`src/rtl/fifo_pkg.sv`:
```
// Shared definitions for the interconnect FIFO control slice: default depth,
// width derivation helpers and the reset values of pointers and occupancy.
package fifo_pkg;

  localparam int FIFO_MEM_SIZE_DEF = 4;

  localparam int PTR_RST_VAL = 0;
  localparam int CNT_RST_VAL = 0;

  // Pointer width that addresses every entry of a power-of-two FIFO.
  function automatic int fifo_ptr_w(input int mem_size);
    return $clog2(mem_size);
  endfunction

  // Occupancy needs one extra bit so that "completely full" is representable.
  function automatic int fifo_cnt_w(input int mem_size);
    return $clog2(mem_size) + 1;
  endfunction

endpackage

```
`src/rtl/fifo_ptr.sv`:
```
// Wrapping storage address counter. Wrap-around relies on the natural overflow
// of PTR_L bits, so the FIFO depth must be a power of two.
module fifo_ptr
  import fifo_pkg::*;
#(
  parameter int PTR_L = 2
) (
  input  logic             clk,
  input  logic             reset,
  input  logic             en,
  output logic [PTR_L-1:0] ptr
);

  // Advance by one on each qualified strobe; reset returns to the first entry.
  always_ff @(posedge clk) begin
    if (reset) begin
      ptr <= PTR_L'(PTR_RST_VAL);
    end else if (en) begin
      ptr <= ptr + PTR_L'(1);
    end
  end

endmodule

```
`src/rtl/fifo_ctrl.sv`:
```
// Control and pointer logic for the interconnect FIFO. Qualifies producer and
// consumer requests into storage strobes, tracks occupancy, and reports the
// status/threshold/error flags plus a read-data-valid strobe aligned with the
// one-cycle storage read latency.
module fifo_ctrl
  import fifo_pkg::*;
#(
  parameter int MEM_SIZE = FIFO_MEM_SIZE_DEF,
  parameter int PTR_L    = fifo_ptr_w(MEM_SIZE),
  parameter int CNT_L    = fifo_cnt_w(MEM_SIZE)
) (
  input  logic             clk,
  input  logic             reset,
  input  logic             push,
  input  logic             pop,
  input  logic [CNT_L-1:0] af_th,
  input  logic [CNT_L-1:0] ae_th,
  output logic             push_mem,
  output logic             pop_mem,
  output logic [PTR_L-1:0] wr_ptr,
  output logic [PTR_L-1:0] rd_ptr,
  output logic [CNT_L-1:0] count,
  output logic             full,
  output logic             empty,
  output logic             almost_full,
  output logic             almost_empty,
  output logic             data_valid,
  output logic             overflow,
  output logic             underflow
);

  localparam logic [CNT_L-1:0] CNT_FULL = CNT_L'(MEM_SIZE);
  localparam logic [CNT_L-1:0] CNT_ZERO = CNT_L'(0);

  // Status flags decode straight from the registered count so they are always
  // coherent with it; thresholds are compared live.
  always_comb begin
    full         = (count == CNT_FULL);
    empty        = (count == CNT_ZERO);
    almost_full  = (count >= af_th);
    almost_empty = (count <= ae_th);
  end

  // Request qualification. A pop is judged first so that a push into a full
  // FIFO can ride on a same-cycle accepted pop; reset blocks both strobes.
  always_comb begin
    pop_mem  = pop & ~empty & ~reset;
    push_mem = push & (~full | pop_mem) & ~reset;
  end

  fifo_ptr #(
    .PTR_L (PTR_L)
  ) u_wr_ptr (
    .clk   (clk),
    .reset (reset),
    .en    (push_mem),
    .ptr   (wr_ptr)
  );

  fifo_ptr #(
    .PTR_L (PTR_L)
  ) u_rd_ptr (
    .clk   (clk),
    .reset (reset),
    .en    (pop_mem),
    .ptr   (rd_ptr)
  );

  // Occupancy: net change of the two strobes; the qualification above keeps
  // it inside 0..MEM_SIZE.
  always_ff @(posedge clk) begin
    if (reset) begin
      count <= CNT_L'(CNT_RST_VAL);
    end else if (push_mem && !pop_mem) begin
      count <= count + CNT_L'(1);
    end else if (pop_mem && !push_mem) begin
      count <= count - CNT_L'(1);
    end
  end

  // ---- stage p0 -> p1: read strobe delayed to line up with storage data ----
  always_ff @(posedge clk) begin
    if (reset) begin
      data_valid <= 1'b0;
    end else begin
      data_valid <= pop_mem;
    end
  end

  // Sticky error flags: any rejected request outside reset, cleared only by reset.
  always_ff @(posedge clk) begin
    if (reset) begin
      overflow  <= 1'b0;
      underflow <= 1'b0;
    end else begin
      overflow  <= overflow  | (push & ~push_mem);
      underflow <= underflow | (pop  & ~pop_mem);
    end
  end

endmodule

```
`config.mk`:
```
export PLATFORM = sky130hd
export DESIGN_NAME = fifo_ctrl
export DESIGN_NICKNAME = d
export VERILOG_FILES = /design/src/rtl/fifo_pkg.sv /design/src/rtl/fifo_ptr.sv /design/src/rtl/fifo_ctrl.sv
export SDC_FILE = /design/constraint.sdc
export NUM_CORES = 1
export LEC_CHECK = 0
export ABC_CLOCK_PERIOD_IN_PS = 2300
export CAP_MARGIN = 0
export CORE_UTILIZATION = 40
export DETAILED_ROUTE_END_ITERATION = 12
export PLACE_DENSITY = 0.73
export SLEW_MARGIN = 20
export SYNTH_ARGS = -nofsm -noshare
export SYNTH_HDL_FRONTEND = slang
export SYNTH_SLANG_ARGS = --single-unit
```
`constraint.sdc`:
```
create_clock -name clk -period 2.3 [get_ports clk]
set_input_delay 0.46 -clock clk [delete_from_list [all_inputs] [get_ports clk]]
set_output_delay 0.46 -clock clk [all_outputs]
set_load 0.03 [all_outputs]
```
==> metrics.yaml, run 1 <==
worst_setup_path:
  worstPathRequired_ns: 1.84
  end_kind: "output pin"
  cp_data_arrival_time_ns: 1.76
  startpoint_type: "input port"
  criticalPathCategory: "in2out"
  worstPathMaxFanout: 1
route:
  dr.pass1.iters: 2
  drtIter0Drc: 6
  drc: 0
  antenna_left: 0
  num_vias: 581
  via_per_inst: 4.802
  postRouteWirelength_um: 1350
  wire_per_inst_um: 11.16
floorplanning:
  core_um2: 1350
  start_util: 0.4430
  die-width_um: 40.67
  dieHeight_um: 40.67
  rows: 13
  io_pins: 26
  die_area_um2: 1654
logic_synthesis:
  synth_area_um2: 598.1
  async_flop_share: 0
  synthCells: 66
  synth_area_per_cell_um2: 9.062
  synth.top_cell.area_share: 0.3347
  synthAdderAreaFrac: 0.1799
  synth_xor_area_frac: 0.05858
  synth-simple-area-share: 0.1757
  synth.area.mux_share: 0.06067
  ys.flop_type: "dfxtp_1"
  ys_seq_elements: 10
  synth.distinct_cells: 25
  yosysTopAreaCell: "dfxtp_1"
  synth_top_family_by_area: "adder cells"
  synth_edf_count: 0
  ys_warn_count: 0
  yosysMostFrequentCell: "nor2_1"
  ys_top_cells_by_count: "nor2_1 (11), dfxtp_1 (10), inv_1 (8), ha_1 (7), xor2_1 (4)"
  yosysSeqAreaShare: 0.3347
  synth_fp_nets: 84
  synthTopCellsByArea: "dfxtp_1 (33%), ha_1 (15%), nor2_1 (6.9%)"
  synth_compound_area_frac: 0.1339
clocking:
  postCtsHoldBufs: 0
  clk_pin_slew_ns: 0.06
  cts.htree.levels: 1
  clockBufferDepth: 2
  clock_latency_ns: 0.27
  cts_buffers: 3
  cts.sink_count: 10
  cts_tree: "built"
  clockRootBuffer: "clkbuf_4"
sta:
  setup_viol: 0
  drv_slew: 0
  rsz0062_at_grt: "no"
  worst_slack_ns: 0.07834
  tightest_slew_ns: 0.3686
  period_share: 0.9659
  finalCriticalPeriod_ns: 2.222
  hold_violations: 0
  max-slew-margin-rel: 0.7511
  skew_ns: 0.007733
  fmax_mhz: 450.1
run_status:
  status: "complete, no violations"
pwr:
  total_power_uw: 935.3
  ir_drop_mv: 0.6618
  power_leakage_nw: 0.4922
  powerDensity_nw_per_um2: 917.2
worst_hold_path:
  hold_path.class: "reg2reg"
placement:
  post_dp_cell_area_um2: 974.7
  place_hpwl_um: 1083
  io_buffers: 25
  dp_slack_ns: -0.3608
  gp_congestion: 0.5773
layout:
  drive_above_1_share: 0.2736
  final_nets: 125
  syn_to_final_growth_pct: 70.50
  regArea_um2: 211.5
  final_cell_area_um2: 1020
  fillCellCount: 112
  antennaDiodeCount: 0
  multi_input_area_um2: 395.4
global_route:
  grt_pass1_vias: 498
  grt_first_pass_wirelength_um: 2139
  globalRouteTotalUtil: 0.2061
  grt_max_degree: 12
  grt_overflow_total: 0
  grt_antenna_before_repair: 0
job:
  drv_cap: 0
## layout by cell type, fill, tap and decap left out, types with 2 or more instances in the layout
cell type / synthesis / layout
dfxtp_4: 0 / 3
ha_1: 7 / 6
dfxtp_1: 10 / 7
clkdlybuf4s50_1: 0 / 18
inv_1: 8 / 8
clkbuf_4: 0 / 3
nor2b_1: 3 / 3
buf_4: 0 / 15
a21o_1: 2 / 2
dlymetal6s2s_1: 0 / 2
a21oi_1: 3 / 3
xor2_1: 4 / 4
nor2_1: 11 / 10
## metrics by stage
stage / setup TNS [ns] / cells / hold slack, ns / util
6_report: 0 / 121 / 0.4666 / 0.7553
3_3_place_gp: -0.6222 / 116 / 0.4453 / 0.7220
5_1_grt: 0 / 121 / 0.4942 / 0.7553
3_5_place_dp: -0.7279 / 116 / 0.4583 / 0.7220
4_1_cts: 0 / 121 / 0.4739 / 0.7424
2_1_floorplan: 0 / 66 / 0.5570 / -
## flip-flops by register name, indices dropped and copies added (netlist names)
name	cells
underflow	1
u_wr_ptr.ptr	2
count	3
data_valid	1
u_rd_ptr.ptr	2
overflow	1
## layout make-up
class	count	area share
multi-input cells	47	0.3877
repair buffers	37	0.3313
flip-flops and latches	10	0.2074
inverters	8	0.02945
clock buffers	3	0.02209
well taps	15	0.01840
clock inverters	1	0.003681
## cell families after synthesis
group / count (synthesis)
simple gates: 20
compound gates: 12
flops: 10
buf+inv: 9
fa+ha+maj: 8
xor+xnor: 4
mux: 3
## path summary, 6_finish.rpt
kind	to	startpoint	cells past startpoint	slack [ns]
worst max-delay path	almost_full	af_th[0]	6	0.08
worst min register to register	underflow	underflow	2	0.47
worst min-delay path	underflow	underflow	2	0.47
worst max register to register	count[2]	count[2]	9	0.17
## what timing repair did
action                     in CTS  in global routing
setup endpoints to repair       3                  2
gates resized for setup         7                  6
pin swaps                       2                  1
buffers inserted                1                  0
## critical path, cell delays in order
cell and delay, ns:
clkdlybuf4s50_1 0.40, ha_1 0.28, nand2b_1 0.14, a21o_1 0.17, a21o_1 0.18, buf_6 0.13
## report_power, final
group          internal [mW]  leakage, nW  switching (mW)
Clock                 0.0627       0.0154          0.0618
Combinational          0.262        0.393           0.277
Sequential             0.218       0.0842          0.0539
## per-layer routing
layer | track usage | up-vias | routed length (um)
met5 | 0 | - | 0
met4 | 0.1000 | 0 | 33
met3 | 0.08152 | 4 | 57
met2 | 0.3452 | 13 | 655
met1 | 0.2244 | 259 | 603
li1 | - | 305 | -
No activity file was read; power rests on OpenSTA's default activity.
==> inputs of run 2 (changes only) <==
- SKIP_LAST_GASP: unset -> 1
==> run 2 against run 1 <==
Against the previous run:
- flip-flop and latch count stayed put
- clock-buffer cell count is the same
- core utilization is 1.8 points higher
- sequential share of layout area shrank 0.47 points
- global-route usage stayed put
- largest power group unchanged
- critical path depth up 1
- clock skew down 0.0029 ns
- largest cell class unchanged
- highest routed layer unchanged
- routed wire length grew 1.9%
- critical endpoint is now almost_empty
- fmax shrank 1.3%
==> metrics.yaml, run 2 (synthesis gave the netlist of run 1 again) <==
run_status:
  status: "complete, no violations"  # unchanged
worst_setup_path:
  ff2ff_setup_slack_ns: 0.17  # about the same
  worstPathRequired_ns: 1.84  # about the same
  end_kind: "output pin"  # unchanged
  criticalPathCategory: "in2out"  # unchanged
  cp_data_arrival_time_ns: 1.79  # was 1.76 ns
  worstPathMaxFanout: 2  # was 1
  startpoint_type: "input port"  # unchanged
global_route:
  grt_antenna_before_repair: 0  # unchanged
  grt_util_met1: 0.2244  # unchanged
  gr-usage-met2: 0.3452  # unchanged
  globalRouteTotalUtil: 0.2061  # unchanged
  top_usage_layer: "met2"  # unchanged
  grt_first_pass_wirelength_um: 2139  # unchanged
  grt_overflow_total: 0  # unchanged
  grt_pass1_vias: 498  # unchanged
  grt_max_degree: 12  # unchanged
  use_met3: 0.08152  # unchanged
route:
  dr.pass1.iters: 2  # unchanged
  via_per_inst: 4.810  # was 4.802
  wire_per_inst_um: 11.37  # was 11.16 um
  postRouteWirelength_um: 1376  # was 1350 um
  antenna_left: 0  # unchanged
  drtIter0Drc: 5  # was 6
  drc: 0  # unchanged
  num_vias: 582  # was 581
layout:
  drive_above_1_share: 0.3019  # was 0.2736
  regMostFlops: "count"  # unchanged
  antennaDiodeCount: 0  # unchanged
  reg_top3: "count: 3 flops, u_rd_ptr.ptr: 2 flops, u_wr_ptr.ptr: 2 flops"  # unchanged
  syn_to_final_growth_pct: 74.48  # was 70.50%
  fillCellCount: 108  # was 112
  largest_reg_flops: 3  # unchanged
  final_cell_area_um2: 1044  # was 1020 um^2
  final_nets: 125  # unchanged
  final_common_cell: "clkdlybuf4s50_1"  # unchanged
  layout_common_cells: "clkdlybuf4s50_1 (19), buf_4 (14), nor2_1 (10)"  # was clkdlybuf4s50_1 (18), buf_4 (15), nor2_1 (10)
  final_cells: 121  # unchanged
job:
  drv_cap: 0  # unchanged
floorplanning:
  io_pins: 26  # unchanged
  rows: 13  # unchanged
  die_area_um2: 1654  # unchanged
  start_util: 0.4430  # unchanged
  core_um2: 1350  # unchanged
  die-width_um: 40.67  # unchanged
  dieHeight_um: 40.67  # unchanged
pwr:
  p_sw_frac: 0.4199  # was 0.4194
  p_seq_frac: 0.287  # was 0.291
  p_int_uw: 556.0  # was 543.0 uW
  ir_drop_mv: 0.6646  # was 0.6618 mV
  powerDensity_nw_per_um2: 918.4  # was 917.2 nW/um^2
  clockPowerShare: 0.132  # was 0.133
  p_comb_frac: 0.581  # was 0.576
  power_leakage_nw: 0.4938  # was 0.4922 nW
  p_sw_uw: 402.4  # was 392.3 uW
placement:
  place_inst: 116  # unchanged
  gp_congestion: 0.5773  # unchanged
  io_buffers: 25  # unchanged
  place_hpwl_um: 1083  # unchanged
  post_dp_cell_area_um2: 974.7  # unchanged
sta:
  rsz0062_at_grt: "yes"  # was no
  fmax_mhz: 444.3  # was 450.1 MHz
  max-slew-margin-rel: 0.7501  # was 0.7511
  period_share: 0.9787  # was 0.9659
  finalCriticalPeriod_ns: 2.251  # was 2.222 ns
  skew_ns: 0.004810  # was 0.007733 ns
  hold_violations: 0  # unchanged
  setup_viol: 0  # unchanged
  drv_slew: 0  # unchanged
  tightest_slew_ns: 0.3702  # was 0.3686 ns
  hold-worst-slack_ns: 0.4687  # was 0.4666 ns
clocking:
  clock_latency_ns: 0.27  # about the same
  clockBufferDepth: 2  # unchanged
  cts.htree.levels: 1  # unchanged
  clk_pin_slew_ns: 0.06  # about the same
  cts_buffers: 3  # unchanged
  cts.sink_count: 10  # unchanged
  clockRootBuffer: "clkbuf_4"  # unchanged
  cts_tree: "built"  # unchanged
worst_hold_path:
  hold_path.class: "reg2reg"  # unchanged
## run 2: changes by cell type in the layout (fill, tap and decap cells not counted)
cell	delta
buf_4	-1
nor2b_1	-1
o21ai_2	+1
ha_4	+1
buf_6	+1
nor2b_2	+1
clkdlybuf4s50_1	+1
ha_1	-1
dlygate4sd2_1	-1
o21ai_1	-1
## run 2: per-layer routing
metal | up-vias | part of all wire
met5 | - | 0
met4 | 0 | 0.024
met3 | 4 | 0.041
met2 | 13 | 0.49
met1 | 260 | 0.45
li1 | 305 | -
## run 2: final timing paths
| kind | cells after the start | to | startpoint |
|---|---|---|---|
| max | 7 | almost_empty | ae_th[1] |
| min | 2 | overflow | overflow |
| max reg2reg | 9 | count[2] | count[2] |
| min reg2reg | 2 | overflow | overflow |
## run 2: critical path, stage by stage
cell and delay (ns):
clkdlybuf4s50_1 0.45, inv_1 0.06, ha_4 0.21, nor2b_2 0.14
o21a_1 0.19, o21ai_2 0.15, buf_6 0.15
## run 2: final cells by class
type	count	area, um^2	share of cell area
multi-input cells	47	414.1	0.3969
repair buffers	37	342.8	0.3285
flip-flops and latches	10	211.5	0.2026
inverters	8	30.03	0.02878
clock buffers	3	22.52	0.02158
well taps	15	18.77	0.01799
clock inverters	1	3.754	0.003597
## run 2: power by group through the flow
stage                     combinational, mW  clock (mW)  sequential [mW]
after floorplan                       0.251           0            0.341
after global placement                0.525           0            0.274
after detailed placement              0.536           0            0.277
after CTS                             0.532       0.129            0.273
after global routing                  0.609       0.140            0.283
final                                 0.557       0.126            0.275
## run 2: repair_timing
item                                   in CTS  in global routing
endpoints found under the hold margin       0                  0
pin swaps                                   2                  4
setup buffers                               1                  0
resized for setup                           6                 10
hold buffers                                0                  0
setup endpoints to repair                   3                  3
## run 2: metrics by stage
| step | setup TNS (ns) | power, mW | setup slack, ns | utilization |
|---|---|---|---|---|
| after floorplan | 0 | 0.5923 | 0.01897 | - |
| after global placement | -0.6222 | 0.7992 | -0.3472 | 0.7220 |
| after detailed placement | -0.7279 | 0.8122 | -0.3608 | 0.7220 |
| after CTS | -0.007665 | 0.9344 | -0.007665 | 0.7433 |
| after global routing | -0.04006 | 1.032 | -0.04006 | 0.7729 |
| final | 0 | 0.9584 | 0.04902 | 0.7729 |
